### config.mk
export PLATFORM = sky130hd
export DESIGN_NAME = mem_ctrl
export DESIGN_NICKNAME = d
export VERILOG_FILES = /design/src/rtl/mem_ctrl.sv
export SDC_FILE = /design/constraint.sdc
export NUM_CORES = 1
export LEC_CHECK = 0
export ABC_AREA = 1
export CAP_MARGIN = 20
export CORE_MARGIN = 4
export CORE_UTILIZATION = 45
export CTS_BUF_LIST = sky130_fd_sc_hd__clkbuf_16
export DETAILED_ROUTE_END_ITERATION = 8
export PLACE_DENSITY = 0.92
export SETUP_SLACK_MARGIN = 0.2
export SLEW_MARGIN = 20
export SYNTH_ARGS = -nofsm -noshare
export SYNTH_HDL_FRONTEND = slang
export SYNTH_SLANG_ARGS = --single-unit
### constraint.sdc
create_clock -name clk -period 3.3 [get_ports clk]
set_clock_uncertainty 0.05 [all_clocks]
set_input_delay 0.66 -clock clk [delete_from_list [all_inputs] [get_ports clk]]
set_output_delay 0.66 -clock clk [all_outputs]
set_load 0.01 [all_outputs]
### src/rtl/mem_ctrl.sv
// mem_ctrl: bridges the LC-3b core memory port to a req/ack word SRAM port.
// Each level-held core request becomes one physical word transaction. A watchdog aborts
// transactions that are never acknowledged. Define MEMCTRL_WBUF_EN to add a one-entry
// posted-write buffer that drains on the physical port independently of the core.
module mem_ctrl #(
    parameter int unsigned TIMEOUT_CYC = 64,
    parameter logic [15:0] ERR_RDATA   = 16'hDEAD
) (
    input  logic        clk,
    input  logic        rst_n,
    input  logic        cpu_read,
    input  logic        cpu_write,
    input  logic [1:0]  cpu_byte_enable,
    input  logic [15:0] cpu_address,
    input  logic [15:0] cpu_wdata,
    output logic        cpu_resp,
    output logic [15:0] cpu_rdata,
    output logic        phys_req,
    output logic        phys_we,
    output logic [14:0] phys_addr,
    output logic [1:0]  phys_wmask,
    output logic [15:0] phys_wdata,
    input  logic [15:0] phys_rdata,
    input  logic        phys_ack,
    output logic        timeout_err
);

    localparam int unsigned CntW = $clog2(TIMEOUT_CYC);
    localparam logic [CntW-1:0] CntMax = CntW'(TIMEOUT_CYC - 1);

    typedef enum logic [1:0] {StIdle, StIssue, StResp} state_e;

    state_e         state_q, state_d;
    logic           gap_q, gap_d;
    logic           we_q, we_d;
    logic [14:0]    addr_q, addr_d;
    logic [1:0]     mask_q, mask_d;
    logic [15:0]    wdata_q, wdata_d;
    logic [15:0]    rdata_q, rdata_d;
    logic [CntW-1:0] cnt_q, cnt_d;
    logic           terr_q, terr_d;
    logic           can_sample;
    logic           req_active;
    logic           wd_expired;

    // Byte select within the word is carried by the mask, not the address.
    logic unused_addr0;
    assign unused_addr0 = cpu_address[0];

`ifdef MEMCTRL_WBUF_EN
    logic           wb_valid_q, wb_valid_d;
    logic [14:0]    wb_addr_q, wb_addr_d;
    logic [1:0]     wb_mask_q, wb_mask_d;
    logic [15:0]    wb_wdata_q, wb_wdata_d;
`endif

    // Next-state logic: request capture, watchdog, transaction sequencing.
    always_comb begin
        state_d = state_q;
        we_d    = we_q;
        addr_d  = addr_q;
        mask_d  = mask_q;
        wdata_d = wdata_q;
        rdata_d = rdata_q;
        cnt_d   = cnt_q;
        terr_d  = terr_q;
        // Core drops its request in the cycle after resp; never sample there.
        gap_d   = (state_q == StResp);
`ifdef MEMCTRL_WBUF_EN
        wb_valid_d = wb_valid_q;
        wb_addr_d  = wb_addr_q;
        wb_mask_d  = wb_mask_q;
        wb_wdata_d = wb_wdata_q;
        req_active = (state_q == StIssue) || wb_valid_q;
        // A pending drain holds off new requests so ordering is preserved.
        can_sample = !gap_q && !wb_valid_q;
`else
        req_active = (state_q == StIssue);
        can_sample = !gap_q;
`endif
        wd_expired = req_active && !phys_ack && (cnt_q == CntMax);

        if (req_active && !phys_ack) begin
            cnt_d = cnt_q + CntW'(1);
        end
        if (wd_expired) begin
            terr_d = 1'b1;
        end

        unique case (state_q)
            StIdle: begin
                if (can_sample && cpu_read) begin
                    state_d = StIssue;
                    we_d    = 1'b0;
                    addr_d  = cpu_address[15:1];
                    mask_d  = 2'b00;
                    wdata_d = cpu_wdata;
                    cnt_d   = '0;
                end else if (can_sample && cpu_write) begin
`ifdef MEMCTRL_WBUF_EN
                    // Posted: acknowledge the core now, drain in the background.
                    state_d    = StResp;
                    wb_valid_d = 1'b1;
                    wb_addr_d  = cpu_address[15:1];
                    wb_mask_d  = cpu_byte_enable;
                    wb_wdata_d = cpu_wdata;
                    cnt_d      = '0;
`else
                    state_d = StIssue;
                    we_d    = 1'b1;
                    addr_d  = cpu_address[15:1];
                    mask_d  = cpu_byte_enable;
                    wdata_d = cpu_wdata;
                    cnt_d   = '0;
`endif
                end
            end
            StIssue: begin
                if (phys_ack) begin
                    if (!we_q) begin
                        rdata_d = phys_rdata;
                    end
                    state_d = StResp;
                end else if (wd_expired) begin
                    if (!we_q) begin
                        rdata_d = ERR_RDATA;
                    end
                    state_d = StResp;
                end
            end
            StResp: begin
                state_d = StIdle;
            end
            default: begin
                state_d = StIdle;
            end
        endcase

`ifdef MEMCTRL_WBUF_EN
        // Drain completes on ack or is discarded by the watchdog.
        if (wb_valid_q && (phys_ack || wd_expired)) begin
            wb_valid_d = 1'b0;
        end
`endif
    end

    // State registers with asynchronous reset.
    always_ff @(posedge clk or negedge rst_n) begin
        if (!rst_n) begin
            state_q <= StIdle;
            gap_q   <= 1'b0;
            we_q    <= 1'b0;
            addr_q  <= '0;
            mask_q  <= '0;
            wdata_q <= '0;
            rdata_q <= '0;
            cnt_q   <= '0;
            terr_q  <= 1'b0;
`ifdef MEMCTRL_WBUF_EN
            wb_valid_q <= 1'b0;
            wb_addr_q  <= '0;
            wb_mask_q  <= '0;
            wb_wdata_q <= '0;
`endif
        end else begin
            state_q <= state_d;
            gap_q   <= gap_d;
            we_q    <= we_d;
            addr_q  <= addr_d;
            mask_q  <= mask_d;
            wdata_q <= wdata_d;
            rdata_q <= rdata_d;
            cnt_q   <= cnt_d;
            terr_q  <= terr_d;
`ifdef MEMCTRL_WBUF_EN
            wb_valid_q <= wb_valid_d;
            wb_addr_q  <= wb_addr_d;
            wb_mask_q  <= wb_mask_d;
            wb_wdata_q <= wb_wdata_d;
`endif
        end
    end

    // Outputs come straight from registers so they are glitch-free and stable.
    always_comb begin
        cpu_resp    = (state_q == StResp);
        cpu_rdata   = rdata_q;
        timeout_err = terr_q;
        phys_req    = req_active;
`ifdef MEMCTRL_WBUF_EN
        if (wb_valid_q) begin
            phys_we    = 1'b1;
            phys_addr  = wb_addr_q;
            phys_wmask = wb_mask_q;
            phys_wdata = wb_wdata_q;
        end else begin
            phys_we    = we_q;
            phys_addr  = addr_q;
            phys_wmask = mask_q;
            phys_wdata = wdata_q;
        end
`else
        phys_we    = we_q;
        phys_addr  = addr_q;
        phys_wmask = mask_q;
        phys_wdata = wdata_q;
`endif
    end

endmodule
# Word-level counts from Yosys, hierarchy flattened
# Index checks and enable logic that the tools add are counted.
# Widths: inputs -> output; s select.
# classes
addsub	1
n_eq_ne	5
mux	21
bitwise	1
n_reduce_logical	12
# op_table
op	n
$mux 16	6
$mux 15	2
$mux 6	4
$mux 2	6
$add 6x1->6 const B	1
$eq 6x6->1 const B	1
$logic_and 1x1->1	4
$pmux 2 s2	1
$reduce_and 2->1	2
$reduce_bool 2->1	2
$ne 3x1->1 const B	1
$ne 3x3->1 const B	1
$reduce_and 3->1	1
$eq 2x1->1 const B	1
$eq 2x2->1 const B	1
$logic_not 1->1	2
$logic_not 2->1	1
$mux 1	2
$not 1->1	1
# word_totals
regBits	60
inputBits	55
out_inout_bits	53
elab_cells	49

# Longest topological paths before layout
# Gate-level depths: netlist (run 1).
# logic_depth
depth_word	6
depth_mapped	8
mapped_depth_nobuf	7

# Least setup slack after synthesis (run 1)
# No wires, ideal clock.
# synth_timing
path_type	input to register
from	input phys_ack
to	register rdata_q[10], in the netlist cpu_rdata[10]
setup_time_ps	117
t_arrival_ps	1227
required_ps	3133
slack_ps	1907
cell_stages	5
n_path_buf	1
path_cell_list	inv_2 clkbuf_1 or2_2 nand3_1 nand2_1
# synth_via
elab_chain_len	5
# synth_rtl
item	line_no	source
start, declared	24	input logic phys_ack,
$logic_not 1->1	81	wd_expired = req_active && !phys_ack && (cnt_q == CntMax);
$logic_and 1x1->1 (2 in series)	81	
$reduce_bool 2->1 (no source line)	-	
$reduce_and 3->1 (no source line)	-	
end signal, assigned	172	rdata_q <= rdata_d;
end, declared	39	logic [15:0] rdata_q, rdata_d;
# Parallel ways exist; a longest one is shown, timed or not.
# A chain may end at the register's enable or synchronous reset.

# Worst setup path after layout (run 1)
# layout_timing
from	register state_q[0]
to	output phys_req
# layout_via
elab_chain_len	1
# layout_rtl
item	line_no	source
start, declared	33	state_e state_q, state_d;
start signal, assigned	150	state_q <= StIdle;
start signal, assigned	166	state_q <= state_d;
$eq 2x1->1	78	req_active = (state_q == StIssue);
end, declared	18	output logic phys_req,
# No other way between the ends.

==> results.txt, run 1 <==
Status: completed
Die area: 0.00681 mm^2
Place WS: 891 ps
Arrival @ worst endpoint: 1480 ps
Yosys warns: 0
Drt wl/cell: 14.2 um
Global-route wire length before repair: 10300 um
Final worst path period need: 2190 ps
Hold Path Stages: 1
CTS buffer count: 9
Vias/cell: 4.82
Violation count after the first detailed-route iteration: 136
Final nets: 454
Worst Setup Slack, final: 1110 ps
# Max-Cap Violations: 0
Met3 wire length: 637 um
Slew HR: 42.3%
Startpoint types: register
Antenna violations before repair: 0
Initial Util: 47.7%
Async SR Flop Fraction: 100%
R2r endpoint: cpu_rdata[7]
Final setup vio count: 0
CP endpoint kind: output port
Area Growth Syn to Fin: 57.1%
Core area: 0.00524 mm^2
Final period util: 66.2%
Crit path max fanout: 4
Final Hold Fails: 0
Post-synthesis sequential area ratio: 60.1%
Hold_ws: 421 ps
FF-to-FF setup slack: 1580 ps
Syn_nets: 346
Most common cell in the netlist: nand2_1
Ports: 108
Largest cells by area after synthesis: dfrtp_1 (60%), nand2_1 (22%), nand3_1 (3.0%)
Post-Layout Inst Area: 0.00392 mm^2
Die extent in x: 82.5 um
Pwr dens: 974 mW/mm^2
Layout cells sized above 1: 7.69%
Routed wl met2: 3090 um
Setup bufs post-CTS: 0
Post-DRT Antenna Nets: 0
DR vias: 2280
Post-CTS sizing: 0
CTS tree: done
M1 WL: 2830 um
Post-synth EDFFs: 0
Placed cell areas: 0.00359 mm^2
N_diodes: 0
IO buf count: 106
Drc violations: 0
DP HPWL: 4530 um
Clock slew at reported path FFs: 50 ps
Avg Synthesized Cell Area: 8.61 um^2
Largest net degree at the start of global routing: 61
Max Used Layer: met4
Chip height: 82.5 um
Worst Hold Class: reg -> reg
WHS Endpoint: timeout_err
FF-to-FF path depth: 6
DRT Pass-1 Iters: 4
FP Rows: 26
CTS Sinks: 60
Min-delay src: timeout_err
Leading area contributor after synthesis: dfrtp_1
Final wirelength: 6720 um
Share of the synthesized area in the top cell type: 60.1%
# H-tree levels: 3
Worst vdd ir: 0.000474 V
Unrepaired setup endpoints after global routing: false
CTS Buffer Depth: 2
Post-Syn Area: 0.00250 mm^2
Peak Freq: 0.458 GHz
Top_reg_cell synth: dfrtp_1
Setup CP Type: reg -> out
Fin Setup TNS: 0 ps
Grt total ovfl: 0
Worst-margin pin slew: 865 ps
Final Total Pwr: 3.82 mW
Synth top cells by count: nand2_1 (149), dfrtp_1 (60), nand3_1 (15), nor2_1 (14), inv_1 (10)
RePlAce Congestion: 0.719
Cts hold-fix bufs: 0
Worst EP required: 2590 ps
FF-to-FF Start: cnt_q[1]
Max-slew violation count: 0
P_leak: 1.92 nW
Seq cells post-synth: 60
Root Buffer: clkbuf_16
Total track usage: 20.3%
Unique masters post-synth: 24
Gate Count Post-Synth: 290
Vias in the first global route: 2250
Worst-Skew Late Latency: 310 ps
-- area by class of cell --
class,instances,area [um^2]
tap,70,87.6
inverter,11,41.3
multi-input combinational,208,890
clock buffer,9,225
sequential,60,1500
fill,347,1310
timing repair buffer,108,1070
clock inverter,7,108
-- metrics by stage --
step	std cells	utilization (%)
after global routing	473	74.9
after floorplan	290	-
after detailed placement	457	68.6
final	473	74.9
after CTS	473	74.9
after global placement	457	68.6
-- cell families (layout without fill, tap and decap cells) --
kind of cell	after synthesis	count (layout)	synth area share, %
adder cells (fa/ha/maj)	1	1	0.501
flip-flops	60	60	60.1
AND/OR/NAND/NOR	196	196	32.4
AO/OA/AOI/OAI	11	11	2.76
buffers and inverters	22	135	4.26
-- layer usage --
metal  track usage [%]  vias up
met5                 0        -
met3              6.29       17
li1                  -     1110
met1              24.2     1047
met2              32.6      106
met4              11.1        0
-- registers in the layout, summed over array words and instances, names as in the netlist --
name and cells:
state_q 2, cnt_q 6, timeout_err 1, phys_we 1
cpu_rdata 16, phys_addr 15, phys_wdata 16, gap_q 1
phys_wmask 2
-- how the worst max path moves through the flow --
stage / startpoint / to / cells past startpoint
detailed placement: cpu_read / phys_addr[4] / 7
finish: state_q[0] / phys_req / 3
global route: state_q[0] / phys_req / 3
CTS: state_q[0] / phys_req / 3
floorplan: phys_ack / cpu_rdata[10] / 5
global placement: cpu_read / phys_addr[7] / 7
-- power breakdown --
group	leakage [nW]	internal [mW]	total [mW]	switching [mW]
combinational	1.00	0.770	1.53	0.762
sequential	0.749	1.07	1.26	0.193
clock	0.172	0.728	1.03	0.304
total	1.92	2.56	3.82	1.26
-- cells in the final DEF, fill, tap and decap left out --
master	Yosys	final
a21oi_1	3	3
buf_2	7	1
buf_4	2	2
bufinv_16	0	3
clkbuf_16	0	9
clkdlybuf4s50_1	0	105
clkinv_2	0	2
dfrtp_1	60	60
ha_1	1	1
inv_1	10	12
inv_2	1	1
nand2_1	149	149
nand2_2	1	1
nand2_4	1	1
nand3_1	15	15
nand3_2	1	1
nand3b_1	1	1
nor2_1	14	14
nor2_2	2	2
nor3_1	1	1
o21ai_0	6	6
o21ai_4	1	1
o21bai_1	1	1
or2_0	3	3
or2_1	1	1
or2_2	7	7
-- worst max-delay path, cell delays in order (launching register included) --
cell and delay, ps:
dfrtp_1 400, inv_1 50, nor2_1 140, clkdlybuf4s50_1 570
Power figures use the tool's default switching activity.
==> run 2: changes to the inputs <==
- CORE_UTILIZATION: 45 -> 42
- PLACE_DENSITY: 0.92 -> 0.87
- clock period: 3.3 -> 2.05 ns (I/O delays scaled with it)
==> run 2 against run 1 <==
Effect of this change: register-to-register slack lost 1200 ps; final cell count is 1.5% higher; hold slack lost 370 ps; non-clock buffer count rose by 5; core utilization down 5.1 points; highest routed layer unchanged.
==> results.txt, run 2 (synthesis results as in run 1) <==
Status: completed (unchanged)
Final wirelength: 6420 um (was 6720 um)
FP Rows: 27 (was 26)
IO buf count: 106 (unchanged)
Final setup vio count: 0 (unchanged)
CTS buffer count: 9 (unchanged)
P_leak: 1.94 nW (was 1.92 nW)
Post-DRT Antenna Nets: 0 (unchanged)
DRT Pass-1 Iters: 4 (unchanged)
DR vias: 2269 (was 2280)
Slew HR: 73.2% (was 42.3%)
# Max-Cap Violations: 0 (unchanged)
CTS Buffer Depth: 2 (unchanged)
N_diodes: 0 (unchanged)
Arrival @ worst endpoint: 1290 ps (was 1480 ps)
Die area: 0.00724 mm^2 (was 0.00681 mm^2)
Setup CP Type: reg -> out (unchanged)
Hold_ws: 47.5 ps (was 421 ps)
Drc violations: 0 (unchanged)
Layout cells sized above 1: 8.82% (was 7.69%)
Met3 Track Usage GR: 6.70% (was 6.29%)
Chip height: 85.1 um (was 82.5 um)
Final Total Pwr: 5.95 mW (was 3.82 mW)
Commonest non-fill, non-tap cell in the layout: nand2_1 (unchanged)
CTS Sinks: 60 (unchanged)
Core area: 0.00564 mm^2 (was 0.00524 mm^2)
Die extent in x: 85.1 um (was 82.5 um)
Worst Hold Class: in -> async (was reg -> reg)
Most frequent cells in the layout: nand2_1 (149), clkdlybuf4s50_1 (103), dfrtp_1 (60) (was nand2_1 (149), clkdlybuf4s50_1 (105), dfrtp_1 (60))
CP Buf/Inv Count: 1 (was 2)
Total track usage: 18.7% (was 20.3%)
RePlAce Congestion: 0.797 (was 0.719)
FF-to-FF Start: cnt_q[1] (unchanged)
Drt wl/cell: 13.4 um (was 14.2 um)
Final nets: 459 (was 454)
CP endpoint kind: output port (unchanged)
Initial Util: 44.3% (was 47.7%)
Placed cell areas: 0.00366 mm^2 (was 0.00359 mm^2)
Vias in the first global route: 2347 (was 2250)
Worst Setup Slack, final: 301 ps (was 1110 ps)
Final worst path period need: 1750 ps
FF-to-FF path depth: 6 (unchanged)
Vias/cell: 4.73 (was 4.82)
CP peak stage delay: 580 ps (was 570 ps)
Met1 GRT Util: 22.6% (was 24.2%)
Worst EP required: 1590 ps (was 2590 ps)
Worst-Skew Late Latency: 310 ps (about the same)
Busiest grt layer: met2 (unchanged)
Clock slew at reported path FFs: 50 ps (about the same)
Final Non-Filler Cells: 480 (was 473)
Antenna violations before repair: 0 (unchanged)
Violation count after the first detailed-route iteration: 112 (was 136)
Largest net degree at the start of global routing: 61 (unchanged)
Crit path max fanout: 4 (unchanged)
Max-slew violation count: 0 (unchanged)
Final core utilization: 69.8% (was 74.9%)
CP top delay family: buffers and inverters (unchanged)
Global-route wire length before repair: 10700 um (was 10300 um)
Peak Freq: 0.572 GHz
Cts hold-fix bufs: 0 (unchanged)
Fin Setup TNS: 0 ps (unchanged)
# H-tree levels: 3 (unchanged)
Final Hold Fails: 0 (unchanged)
Worst-margin pin slew: 401 ps (was 865 ps)
Post-Layout Inst Area: 0.00394 mm^2 (was 0.00392 mm^2)
Area Growth Syn to Fin: 57.7% (was 57.1%)
Final period util: 85.3%
Dpl cells: 464 (was 457)
DP HPWL: 4660 um (was 4530 um)
Startpoint types: register (unchanged)
Critical path's slowest cell: clkdlybuf4s50_1 (unchanged)
Worst vdd ir: 0.000947 V (was 0.000474 V)
Place WS: 292 ps (was 891 ps)
Grt total ovfl: 0 (unchanged)
Pwr dens: 1510 mW/mm^2 (was 974 mW/mm^2)
CTS tree: done (unchanged)
Setup bufs post-CTS: 0 (unchanged)
Met2 Use GR: 29.4% (was 32.6%)
CP Cell Sequence: clkdlybuf4s50_1 (was inv_1 > nor2_1 > clkdlybuf4s50_1)
R2r endpoint: cpu_rdata[8] (was cpu_rdata[7])
Ports: 108 (unchanged)
Root Buffer: clkbuf_16 (unchanged)
Unrepaired setup endpoints after global routing: false (unchanged)
FF-to-FF setup slack: 400 ps (was 1580 ps)
run 2: cell count changes in the layout (fill, tap and decap cells not counted):
cell	delta
clkinv_2	+1
dlygate4sd2_1	+2
clkinvlp_4	+1
buf_12	+2
buf_4	+3
bufinv_16	-2
clkdlybuf4s50_1	-2
run 2: where the power goes:
part / switching (mW) / total [mW] / internal (mW)
Sequential: 0.308 / 2.03 / 1.72
Combinational: 1.21 / 2.52 / 1.31
Clock: 0.483 / 1.41 / 0.922
run 2: final cells by class:
cell class | count | area (um^2)
Multi-Input combinational cell | 208 | 890
Clock buffer | 9 | 225
Clock inverter | 7 | 60.1
Inverter | 11 | 41.3
Fill cell | 460 | 1700
Sequential cell | 60 | 1500
Timing Repair Buffer | 113 | 1130
Tap cell | 72 | 90.1
run 2: worst max-delay path by stage:
| stage | start | to | slack [ps] | depth (start not counted) |
|---|---|---|---|---|
| global route | cnt_q[1] | cpu_rdata[15] | 260 | 6 |
| global placement | phys_ack | cpu_rdata[15] | 320 | 6 |
| CTS | phys_we | phys_we | 290 | 1 |
| floorplan | cnt_q[1] | cpu_rdata[10] | 720 | 7 |
| detailed placement | phys_ack | cpu_rdata[8] | 290 | 6 |
| finish | phys_we | phys_we | 300 | 1 |
run 2: metal layers:
metal	up-vias	wire, um
li1	1125	-
met3	9	648
met5	-	0
met1	1039	2650
met4	0	110
met2	96	3010
run 2: worst reg2reg max path: cells and delay by family, from the launching register on:
family / cells / cell delay [ps]
compound gates: 1 / 390
fa+ha+maj: 1 / 220
flops: 1 / 390
simple gates: 4 / 500
run 2: repair_timing:
action | 4_1_cts | 5_1_grt
resized for setup | 2 | 0
endpoints found under the setup margin | 2 | 0
endpoints found under the hold margin | 0 | 0
